`src/rtl/lsu_pkg.sv`:
```
// Shared types and helpers for the load/store unit.
// Size codes follow the RISC-V func3 encoding of loads and stores.
package lsu_pkg;

    localparam logic [2:0] SZ_B  = 3'b000;
    localparam logic [2:0] SZ_H  = 3'b001;
    localparam logic [2:0] SZ_W  = 3'b010;
    localparam logic [2:0] SZ_BU = 3'b100;
    localparam logic [2:0] SZ_HU = 3'b101;

    typedef enum logic [1:0] {
        IDLE = 2'd0,
        REQ  = 2'd1,
        RESP = 2'd2,
        DONE = 2'd3
    } state_t;

    function automatic logic [3:0] be_gen(
        input logic [2:0] size,
        input logic [1:0] off
    );
        logic [3:0] be;
        case (size)
            SZ_B, SZ_BU: be = 4'b0001 << off;
            SZ_H, SZ_HU: be = 4'b0011 << off;
            default:     be = 4'b1111;
        endcase
        return be;
    endfunction

    // Illegal sizes are folded into the misaligned class: no access is made
    function automatic logic bad_access(
        input logic [2:0] size,
        input logic [1:0] off
    );
        logic bad;
        case (size)
            SZ_B, SZ_BU: bad = 1'b0;
            SZ_H, SZ_HU: bad = off[0];
            SZ_W:        bad = |off;
            default:     bad = 1'b1;
        endcase
        return bad;
    endfunction

endpackage

```
`src/rtl/load_store_unit_if.sv`:
```
// Data-memory request/response bus between the LSU and memory.
// The LSU is the master; memory is the slave.
interface load_store_unit_if #(
    parameter int ADDR_W = 32,
    parameter int DATA_W = 32
);
    logic              req;
    logic              we;
    logic [3:0]        be;
    logic [ADDR_W-1:0] addr;
    logic [DATA_W-1:0] wd;
    logic              ready;
    logic              rvalid;
    logic [DATA_W-1:0] rd;

    modport master (
        output req, we, be, addr, wd,
        input  ready, rvalid, rd
    );

    modport slave (
        input  req, we, be, addr, wd,
        output ready, rvalid, rd
    );
endinterface

```
`src/rtl/lsu_load_align.sv`:
```
// Load lane select and sign/zero extension.
// Pure combinational; the offset is assumed already legal for the size.
module lsu_load_align
    import lsu_pkg::*;
(
    input  logic [31:0] word,
    input  logic [1:0]  off,
    input  logic [2:0]  size,
    output logic [31:0] data
);
    logic [31:0] sh;

    assign sh = word >> {off, 3'b000};

    always_comb begin
        data = word;
        case (size)
            SZ_B:    data = {{24{sh[7]}}, sh[7:0]};
            SZ_BU:   data = {24'b0, sh[7:0]};
            SZ_H:    data = {{16{sh[15]}}, sh[15:0]};
            SZ_HU:   data = {16'b0, sh[15:0]};
            default: data = word;
        endcase
    end
endmodule

```
`src/rtl/load_store_unit.sv`:
```
// Data-memory access stage: one outstanding access at a time,
// stalls the core until the access finishes.
module load_store_unit
    import lsu_pkg::*;
#(
    parameter int ADDR_W = 32,
    parameter int DATA_W = 32
) (
    input  logic              clk,
    input  logic              rst_n,
    input  logic              core_req_i,
    input  logic              core_we_i,
    input  logic [2:0]        core_size_i,
    input  logic [ADDR_W-1:0] core_addr_i,
    input  logic [DATA_W-1:0] core_wd_i,
    output logic              core_stall_o,
    output logic [DATA_W-1:0] core_rd_o,
    output logic              load_valid_o,
    output logic              misalign_o,
    load_store_unit_if.master mem
);
    state_t            state_q, state_d;
    logic              we_q, we_d;
    logic [2:0]        size_q, size_d;
    logic [1:0]        off_q, off_d;
    logic              req_q, req_d;
    logic [3:0]        be_q, be_d;
    logic [ADDR_W-1:0] addr_q, addr_d;
    logic [DATA_W-1:0] wd_q, wd_d;
    logic [DATA_W-1:0] rd_q, rd_d;
    logic              lv_q, lv_d;
    logic              mis_q, mis_d;
    logic [DATA_W-1:0] wd_sel;
    logic [DATA_W-1:0] aligned;

    lsu_load_align u_align (
        .word (mem.rd),
        .off  (off_q),
        .size (size_q),
        .data (aligned)
    );

    always_comb begin
        wd_sel = core_wd_i;
        unique case (core_size_i[1:0])
            2'b00:   wd_sel = {4{core_wd_i[7:0]}};
            2'b01:   wd_sel = {2{core_wd_i[15:0]}};
            default: wd_sel = core_wd_i;
        endcase
    end

    always_comb begin
        state_d = state_q;
        we_d    = we_q;
        size_d  = size_q;
        off_d   = off_q;
        req_d   = req_q;
        be_d    = be_q;
        addr_d  = addr_q;
        wd_d    = wd_q;
        rd_d    = rd_q;
        lv_d    = 1'b0;
        mis_d   = 1'b0;
        unique case (state_q)
            IDLE: begin
                if (core_req_i) begin
                    if (bad_access(core_size_i, core_addr_i[1:0])) begin
                        mis_d   = 1'b1;
                        state_d = DONE;
                    end else begin
                        we_d    = core_we_i;
                        size_d  = core_size_i;
                        off_d   = core_addr_i[1:0];
                        be_d    = be_gen(core_size_i, core_addr_i[1:0]);
                        addr_d  = {core_addr_i[ADDR_W-1:2], 2'b00};
                        wd_d    = wd_sel;
                        req_d   = 1'b1;
                        state_d = REQ;
                    end
                end
            end
            REQ: begin
                if (mem.ready) begin
                    req_d   = 1'b0;
                    state_d = we_q ? DONE : RESP;
                end
            end
            RESP: begin
                if (mem.rvalid) begin
                    rd_d    = aligned;
                    lv_d    = 1'b1;
                    state_d = DONE;
                end
            end
            DONE: state_d = IDLE;
            default: state_d = IDLE;
        endcase
    end

    always_ff @(posedge clk or negedge rst_n) begin
        if (!rst_n) begin
            state_q <= IDLE;
            we_q    <= 1'b0;
            size_q  <= 3'b0;
            off_q   <= 2'b0;
            req_q   <= 1'b0;
            be_q    <= 4'b0;
            addr_q  <= '0;
            wd_q    <= '0;
            rd_q    <= '0;
            lv_q    <= 1'b0;
            mis_q   <= 1'b0;
        end else begin
            state_q <= state_d;
            we_q    <= we_d;
            size_q  <= size_d;
            off_q   <= off_d;
            req_q   <= req_d;
            be_q    <= be_d;
            addr_q  <= addr_d;
            wd_q    <= wd_d;
            rd_q    <= rd_d;
            lv_q    <= lv_d;
            mis_q   <= mis_d;
        end
    end

    assign core_stall_o = (state_q == IDLE && core_req_i)
                        || state_q == REQ
                        || state_q == RESP;
    assign core_rd_o    = rd_q;
    assign load_valid_o = lv_q;
    assign misalign_o   = mis_q;
    assign mem.req      = req_q;
    assign mem.we       = we_q;
    assign mem.be       = be_q;
    assign mem.addr     = addr_q;
    assign mem.wd       = wd_q;
endmodule
```
`src/flat_wrapper.sv`:
```
// flat-port wrapper written by rule: the top's interface ports become plain ports
module load_store_unit_flat import lsu_pkg::*;
#(
    parameter int ADDR_W = 32,
    parameter int DATA_W = 32
)
  (clk, rst_n, core_req_i, core_we_i, core_size_i, core_addr_i, core_wd_i, core_stall_o, core_rd_o, load_valid_o, misalign_o, mem_req, mem_we, mem_be, mem_addr, mem_wd, mem_ready, mem_rvalid, mem_rd);
  load_store_unit_if #(.ADDR_W(ADDR_W), .DATA_W(DATA_W)) mem_i ();
  input  logic clk;
  input  logic rst_n;
  input  logic core_req_i;
  input  logic core_we_i;
  input  logic [2:0] core_size_i;
  input  logic [ADDR_W-1:0] core_addr_i;
  input  logic [DATA_W-1:0] core_wd_i;
  output logic core_stall_o;
  output logic [DATA_W-1:0] core_rd_o;
  output logic load_valid_o;
  output logic misalign_o;
  output wire logic [$bits(mem_i.req)-1:0] mem_req;
  output wire logic [$bits(mem_i.we)-1:0] mem_we;
  output wire logic [$bits(mem_i.be)-1:0] mem_be;
  output wire logic [$bits(mem_i.addr)-1:0] mem_addr;
  output wire logic [$bits(mem_i.wd)-1:0] mem_wd;
  input wire logic [$bits(mem_i.ready)-1:0] mem_ready;
  input wire logic [$bits(mem_i.rvalid)-1:0] mem_rvalid;
  input wire logic [$bits(mem_i.rd)-1:0] mem_rd;
  assign mem_req = mem_i.req;
  assign mem_we = mem_i.we;
  assign mem_be = mem_i.be;
  assign mem_addr = mem_i.addr;
  assign mem_wd = mem_i.wd;
  assign mem_i.ready = mem_ready;
  assign mem_i.rvalid = mem_rvalid;
  assign mem_i.rd = mem_rd;
  load_store_unit #(.ADDR_W(ADDR_W), .DATA_W(DATA_W)) u_core (.clk(clk), .rst_n(rst_n), .core_req_i(core_req_i), .core_we_i(core_we_i), .core_size_i(core_size_i), .core_addr_i(core_addr_i), .core_wd_i(core_wd_i), .core_stall_o(core_stall_o), .core_rd_o(core_rd_o), .load_valid_o(load_valid_o), .misalign_o(misalign_o), .mem(mem_i));
endmodule
```
`config.mk`:
```
export PLATFORM = sky130hd
export DESIGN_NAME = load_store_unit_flat
export DESIGN_NICKNAME = d
export VERILOG_FILES = /design/src/rtl/lsu_pkg.sv /design/src/rtl/load_store_unit_if.sv /design/src/rtl/lsu_load_align.sv /design/src/rtl/load_store_unit.sv /design/src/flat_wrapper.sv
export SDC_FILE = /design/constraint.sdc
export NUM_CORES = 1
export LEC_CHECK = 0
export CORE_UTILIZATION = 45
export DETAILED_ROUTE_END_ITERATION = 10
export MAX_ROUTING_LAYER = met4
export PLACE_DENSITY = 0.94
export SYNTH_ARGS = -nofsm -noshare
export SYNTH_HDL_FRONTEND = slang
export SYNTH_SLANG_ARGS = --single-unit
```
`constraint.sdc`:
```
create_clock -name clk -period 3.5 [get_ports clk]
set_input_delay 0.7 -clock clk [delete_from_list [all_inputs] [get_ports clk]]
set_output_delay 0.7 -clock clk [all_outputs]
set_load 0.05 [all_outputs]
```
# Word-level counts from Yosys, hierarchy flattened
# Cells that the tools add are included.
dict set report word_totals {
  reg_bits 109
  inputBits 105
  elab_cells 66
}
dict set report op_classes {
  n_eq_ne 15
  shift 3
  n_mux 21
  n_bitwise 1
  reduce_logical 15
}
# op n
set op_table {}
lappend op_table {{$pmux 32 s4} 1}
lappend op_table {{$pmux 32 s2} 1}
lappend op_table {{$shr 32x5->16} 1}
lappend op_table {{$eq 3x3->1 const B} 4}
lappend op_table {{$mux 1} 11}
lappend op_table {{$mux 2} 4}
lappend op_table {{$ne 2x2->1 const B} 4}
lappend op_table {{$pmux 2 s4} 1}
lappend op_table {{$pmux 4 s2} 1}
lappend op_table {{$eq 3x1->1 const B} 2}
lappend op_table {{$logic_not 3->1} 2}
lappend op_table {{$reduce_and 3->1} 2}
lappend op_table {{$reduce_or 2->1} 3}
lappend op_table {{$eq 2x1->1 const B} 2}
lappend op_table {{$eq 2x2->1 const B} 2}
lappend op_table {{$logic_not 2->1} 2}
lappend op_table {{$reduce_and 4->1} 1}
lappend op_table {{$shl 1x2->4 const A} 1}
lappend op_table {{$shl 2x2->4 const A} 1}
lappend op_table {{$eq 3x2->1 const B} 1}
lappend op_table {{$pmux 1 s3} 1}
lappend op_table {{$logic_or 1x1->1} 2}
lappend op_table {{$pmux 1 s2} 1}
lappend op_table {{$reduce_and 2->1} 1}
lappend op_table {{other kinds (3)} 3}

# Depth between registers and ports, before layout
# Gate-level depths: netlist of the first run.
dict set report depth {
  word_depth 8
  ltp_mapped 8
}

# Cells and area by module
# From an unflattened synthesis of the first run, not the netlist that was laid out.
dict set report unflattened {
  hier_cells 454
  area_unflattened_um2 5232.5
}
# module n_inst cells_per_inst area_each_um2
set by_module_without_submodules {}
lappend by_module_without_submodules {load_store_unit 1 343 4516.8}
lappend by_module_without_submodules {lsu_load_align 1 111 715.7}

# Least setup slack after synthesis of the first run
# No wires, ideal clock.
dict set report synth_timing {
  path_type {reg-to-output}
  startpoint {reg u_core.state_q[0]}
  endpoint {out core_stall_o}
  arrival_time_ns 1.924
  t_required_ns 2.800
  path_slack_ns 0.876
  stages_incl_launch_ff 5
  path_buffers 0
  path_cell_list {dfrtp_1 > inv_1 > ha_1 > inv_1 > o21ai_0}
}
dict set report synth_via {
  elab_chain_cells 4
}
# element line_no
set synth_lines {}
lappend synth_lines {{start: declaration} load_store_unit.sv:22} ;# state_t state_q, state_d;
lappend synth_lines {{start signal: assignment} load_store_unit.sv:114} ;# state_q <= state_d;
lappend synth_lines {{$logic_not 2->1} load_store_unit.sv:128} ;# assign core_stall_o = (state_q == IDLE && core_req_i)
lappend synth_lines {{$logic_and 1x1->1} load_store_unit.sv:128}
lappend synth_lines {{$logic_or 1x1->1} load_store_unit.sv:129} ;# || state_q == REQ
lappend synth_lines {{$logic_or 1x1->1 *} load_store_unit.sv:130} ;# || state_q == RESP;
lappend synth_lines {{end: declaration} flat_wrapper.sv:16} ;# output logic core_stall_o;
# Mark *: on every way between the ends. The rest lies on a longest branch, timed or not.

# Worst setup path in the final report of the first run
dict set report layout_timing {
  startpoint {in core_req_i}
  endpoint {out core_stall_o}
}
dict set report layout_via {
  elab_chain_cells 3
}
# element line_no
set layout_lines {}
lappend layout_lines {{start: declaration} flat_wrapper.sv:11} ;# input logic core_req_i;
lappend layout_lines {{$logic_and 1x1->1} load_store_unit.sv:128}
lappend layout_lines {{$logic_or 1x1->1} load_store_unit.sv:129}
lappend layout_lines {{$logic_or 1x1->1} load_store_unit.sv:130}
# No other way between the ends.

==> results of run 1 <==
==> critical path, stage by stage <==
cell and delay (ns):
clkdlybuf4s50_1 0.53, inv_1 0.08, o21ai_0 0.15, clkdlybuf4s50_1 0.83
==> cells by family (layout without fill, tap and decap cells) <==
logic type,count (synthesis),in the layout,synth area share
buf+inv,46,238,0.0440
flops,109,109,0.515
compound gates,129,129,0.150
mux,80,80,0.193
fa+ha+maj,4,4,0.00945
simple gates,103,103,0.0879
other cells,1,2,0.000708
==> final timing paths <==
path,from,slack [ns],depth (start not counted),end
hold reg to reg,u_core.mem.wd[8]$_DFFE_PN0P_,0.48,2,u_core.mem.wd[8]$_DFFE_PN0P_
min in group clk,u_core.mem.wd[8]$_DFFE_PN0P_,0.48,2,u_core.mem.wd[8]$_DFFE_PN0P_
setup reg to reg,u_core.off_q[1]$_DFFE_PN0P_,1.31,4,u_core.core_rd_o[12]$_DFFE_PN0P_
hold / removal,rst_n,0.38,1,u_core.core_rd_o[4]$_DFFE_PN0P_
setup / recovery,core_req_i,0.50,4,core_stall_o
max in group asynchronous,rst_n,2.38,2,u_core.mem.addr[31]$_DFFE_PN0P_
==> cell type report <==
| class | instances | area, um^2 |
|---|---|---|
| fillers | 860 | 3700 |
| flip-flops and latches | 109 | 2730 |
| multi-input cells | 318 | 2340 |
| repair buffers | 214 | 2150 |
| clock buffers | 9 | 225 |
| well taps | 143 | 179 |
| clock inverters | 6 | 63.8 |
| inverters | 9 | 33.8 |
==> sequential cells by signal (all words and copies together), names as in the netlist <==
register	count
u_core.misalign_o	1
u_core.state_q	2
u_core.core_rd_o	32
u_core.mem.addr	30
u_core.mem.be	4
u_core.load_valid_o	1
u_core.mem.req	1
u_core.size_q	3
u_core.mem.wd	32
u_core.off_q	2
u_core.mem.we	1
==> cells in the mapped netlist (4+ instances only) <==
library cell / number
clkbuf_1: 15
nor2_1: 37
mux2_4: 44
buf_1: 5
dfrtp_1: 109
inv_1: 8
buf_2: 9
a21oi_1: 37
nand3b_1: 10
buf_6: 5
o21ai_0: 46
a2bb2oi_1: 7
o22ai_1: 23
mux2i_1: 35
ha_1: 4
nand2_1: 46
o2bb2ai_1: 7
==> through the flow <==
| step | cell area (um^2) | total power [mW] | utilization | hold WS [ns] |
|---|---|---|---|---|
| after floorplan | 5300 | 5.69 | - | 0.404 |
| after global placement | 7420 | 7.25 | 0.650 | 0.462 |
| after detailed placement | 7420 | 7.40 | 0.650 | 0.469 |
| after CTS | 7710 | 8.44 | 0.676 | 0.398 |
| after global routing | 7710 | 8.79 | 0.676 | 0.423 |
| final | 7710 | 8.42 | 0.676 | 0.377 |
==> cell usage in the layout, fill, tap and decap left out, types with 2 or more instances in the layout <==
| master | synthesis | final |
|---|---|---|
| a21oi_1 | 37 | 37 |
| a2bb2oi_1 | 7 | 7 |
| buf_12 | 0 | 2 |
| buf_4 | 3 | 6 |
| clkbuf_16 | 0 | 9 |
| clkdlybuf4s50_1 | 0 | 206 |
| clkinv_2 | 0 | 2 |
| clkinvlp_4 | 0 | 2 |
| conb_1 | 1 | 2 |
| dfrtp_1 | 109 | 109 |
| ha_1 | 4 | 4 |
| inv_1 | 8 | 8 |
| mux2_4 | 44 | 44 |
| mux2i_1 | 35 | 35 |
| nand2_1 | 46 | 46 |
| nand3b_1 | 10 | 10 |
| nor2_1 | 37 | 37 |
| nor2b_1 | 2 | 2 |
| o21ai_0 | 46 | 46 |
| o22ai_1 | 23 | 23 |
| o2bb2ai_1 | 7 | 7 |
==> routing by layer <==
metal  share of wire  wire [um]  track usage  vias to the layer above
li1                -          -            -                     2046
met1            0.40       6050        0.308                     2161
met2            0.51       7700        0.438                      207
met3           0.063        941       0.0538                       28
met4           0.023        342        0.102                        0
met5               0          0            -                        -
==> power breakdown <==
part,switching (mW),leakage [nW],internal (mW)
sequential,0.471,1.32,1.88
combinational,3.19,1.96,1.86
clock,0.465,0.138,0.551
total,4.13,3.41,4.29
==> flow_summary.ini, run 1 <==
[drt]
wire_per_inst_um = 18.6
drtAntennaViolNets = 0
vias = 4442
drc_errors = 0
postRouteWirelength_mm = 15.0
vias_per_cell = 5.50
drtIter0Drc = 437
firstDrtPassIters = 5

[yosys]
synth_edf_count = 0
ys_ff_latch = 109
ys_seq_area_frac = 0.515
async_flop_share = 1.00
avgSynthCellArea_um2 = 11.2
synthTopCellsByArea = dfrtp_1, mux2_4, mux2i_1
yosys.area.top_type = dfrtp_1
synth_top_area_frac = 0.515
synthesis.area_um2 = 5290
ys_warn_count = 0
synthCells = 472
ys_types = 39
synthFlopType = dfrtp_1

[clock_network]
cts_buffers = 9
cts_setup_buffers = 0
cts_tree = built
cts_root_buf = clkbuf_16
clockBufferDepth = 2
insertion_delay_ns = 0.35
hold_buffers = 0
clk_pin_slew_worst_paths_ns = 0.08
cts.sinks = 109
h-tree-depth = 3
postCtsResizedCells = 0

[critical_path]
cp.arrival_ns = 2.30
end_kind = primary output
required_ns = 2.80
worstSetupPathType = input port to primary output
path_max_fanout = 3
start_kind = input port

[global_routing]
track_usage = 0.261
grt_pass1_vias = 4725
gr-total-overflow = 0
grt_pass1_wl_mm = 24.4
antenna_found_initial = 0
grt_max_degree = 101

[place]
io_buffers = 207
gp_congestion = 0.920
post-place-ws_ns = 0.494
place_inst = 793
hpwlAfterDp_mm = 10.9

[final_layout]
final_nets = 770
antenna-diode-count = 0
final_cells = 808
final_layout_size_suffix_gt1_frac = 0.110
syn_to_final_growth_pct = 45.7

[outcome]
status = finished, final reports clean

[floorplan]
initial_core_util = 0.464
fp.coreArea_um2 = 11400
dieArea_um2 = 12200
pin_count = 210
die_w_um = 110
die_h_um = 110
placementRows = 39

[worst_hold_path]
hold_path.class = input port to async pin

[sta]
clock.fmax_mhz = 334
hold_violations = 0
setup_viol = 0
period_needed_ns = 3.00
tightest_slew_ns = 0.875
setup-tns-final_ns = 0
rsz0062_at_grt = false
maxSlewHeadroom = 0.414
setup_slack_ns = 0.502
slew_viol_final = 0
min_period_over_period = 0.857
clock_skew_ns = 0.00958

[run]
cap_violations = 0

[power]
leakage_nw = 3.41
powerDensity_nw_per_um2 = 1090
max-vdd-ir-drop_v = 0.000784
Note: power is estimated with default switching activity, not from simulation.
==> run 2: changes to the inputs <==
--- a/config.mk
+++ b/config.mk
@@ -7,7 +7,6 @@
 export LEC_CHECK = 0
 export CORE_UTILIZATION = 45
 export DETAILED_ROUTE_END_ITERATION = 10
-export MAX_ROUTING_LAYER = met4
 export PLACE_DENSITY = 0.94
 export SYNTH_ARGS = -nofsm -noshare
 export SYNTH_HDL_FRONTEND = slang
==> constraint.sdc (replaced) <==
create_clock -name clk -period 3.5 [get_ports clk]
set_input_delay 0.7 -clock clk [delete_from_list [all_inputs] [get_ports clk]]
set_output_delay 0.7 -clock clk [all_outputs]
set_load 0.1 [all_outputs]
==> run 2 against run 1 <==
Against the previous run:
- cell count increased by 0.12%
- non-clock buffer count stayed put
- global-route usage fell by 0.88 points
- hold slack better by 0.024 ns
- count of clock-buffer cells in the layout stayed put
- final area is 0.34% higher
- critical endpoint is now mem_we
==> flow_summary.ini, run 2 (same netlist as run 1, synthesis figures left out) <==
[outcome]
status = finished, final reports clean

[sta]
maxSlewHeadroom = 0.315
period_needed_ns = 2.60
setup_slack_ns = 0.899
rsz0062_at_grt = false
setup_viol = 0
setup-tns-final_ns = 0
tightest_slew_ns = 1.02
hold_violations = 0
clock_skew_ns = 0.00820
min_period_over_period = 0.743
slew_viol_final = 0
clock.fmax_mhz = 384

[clock_network]
cts_tree = built
cts.sinks = 109
hold_buffers = 0
h-tree-depth = 3
cts_buffers = 9
postCtsResizedCells = 0
clk_pin_slew_worst_paths_ns = 0.07
clockBufferDepth = 2
insertion_delay_ns = 0.35
cts_root_buf = clkbuf_16
cts_setup_buffers = 0

[final_layout]
antenna-diode-count = 0
final_common_cell = clkdlybuf4s50_1
final_nets = 770
layout_common_cells = clkdlybuf4s50_1, dfrtp_1, nand2_1, o21ai_0, mux2_4
syn_to_final_growth_pct = 46.2
final_layout_size_suffix_gt1_frac = 0.120
final_cells = 809
fin_util = 0.678

[worst_hold_path]
hold_path.class = input port to async pin

[drt]
vias_per_cell = 5.61
wire_per_inst_um = 18.9
drc_errors = 0
firstDrtPassIters = 5
drtIter0Drc = 422
drtAntennaViolNets = 0
postRouteWirelength_mm = 15.3
vias = 4540

[critical_path]
crit_path_max_incr_delay_ns = 1.15
cpMaxStageDelayCell = clkdlybuf4s50_1
cp.arrival_ns = 1.90
path_max_fanout = 3
start_kind = register
path_buf_inv = 1
cp_top_family = buffers and inverters
crit_chain = clkdlybuf4s50_1
worstSetupPathType = register to primary output
end_kind = primary output
required_ns = 2.80

[floorplan]
pin_count = 210
die_h_um = 110
dieArea_um2 = 12200
die_w_um = 110
initial_core_util = 0.464
placementRows = 39
fp.coreArea_um2 = 11400

[place]
place_inst = 793
post-place-ws_ns = 0.725
io_buffers = 207
gp_congestion = 0.923
hpwlAfterDp_mm = 11.0

[global_routing]
grt_pass1_wl_mm = 24.3
gr-total-overflow = 0
grt_pass1_vias = 4646
antenna_found_initial = 0
grt_max_degree = 101
track_usage = 0.252

[run]
cap_violations = 0
==> run 2: path summary, 6_finish.rpt <==
check	start	to	slack, ns	cells past startpoint
max reg2reg	u_core.off_q[1]$_DFFE_PN0P_	u_core.core_rd_o[11]$_DFFE_PN0P_	1.27	4
min reg2reg	u_core.mem.wd[11]$_DFFE_PN0P_	u_core.mem.wd[11]$_DFFE_PN0P_	0.48	2
min	rst_n	u_core.core_rd_o[10]$_DFFE_PN0P_	0.40	1
max	u_core.mem.we$_DFFE_PN0P_	mem_we	0.90	1
min in group clk	u_core.mem.wd[11]$_DFFE_PN0P_	u_core.mem.wd[11]$_DFFE_PN0P_	0.48	2
max in group asynchronous	rst_n	u_core.state_q[0]$_DFFE_PN0P_	2.32	2
==> run 2: final cells by class <==
class,count,area (um^2)
clock buffers,9,225
repair buffers,214,2130
clock inverters,7,105
fillers,845,3680
inverters,9,33.8
flip-flops and latches,109,2730
multi-input cells,318,2340
well taps,143,179
==> run 2: layer usage <==
metal	track usage	share of wire	up-vias
met5	0	0	-
met4	0.100	0.027	0
met3	0.0642	0.080	32
met2	0.432	0.51	270
met1	0.303	0.38	2185
li1	-	-	2053
==> run 2: through the flow <==
stage               instance area, um^2  hold slack, ns
floorplan                          5300           0.404
finish                             7740           0.401
CTS                                7740           0.438
global placement                   7410           0.461
global route                       7740           0.455
detailed placement                 7410           0.471
Power of run 2 is left out: the tool's default activity adds up to more than one toggle a clock period on the data nets, which glitch-free logic cannot reach.
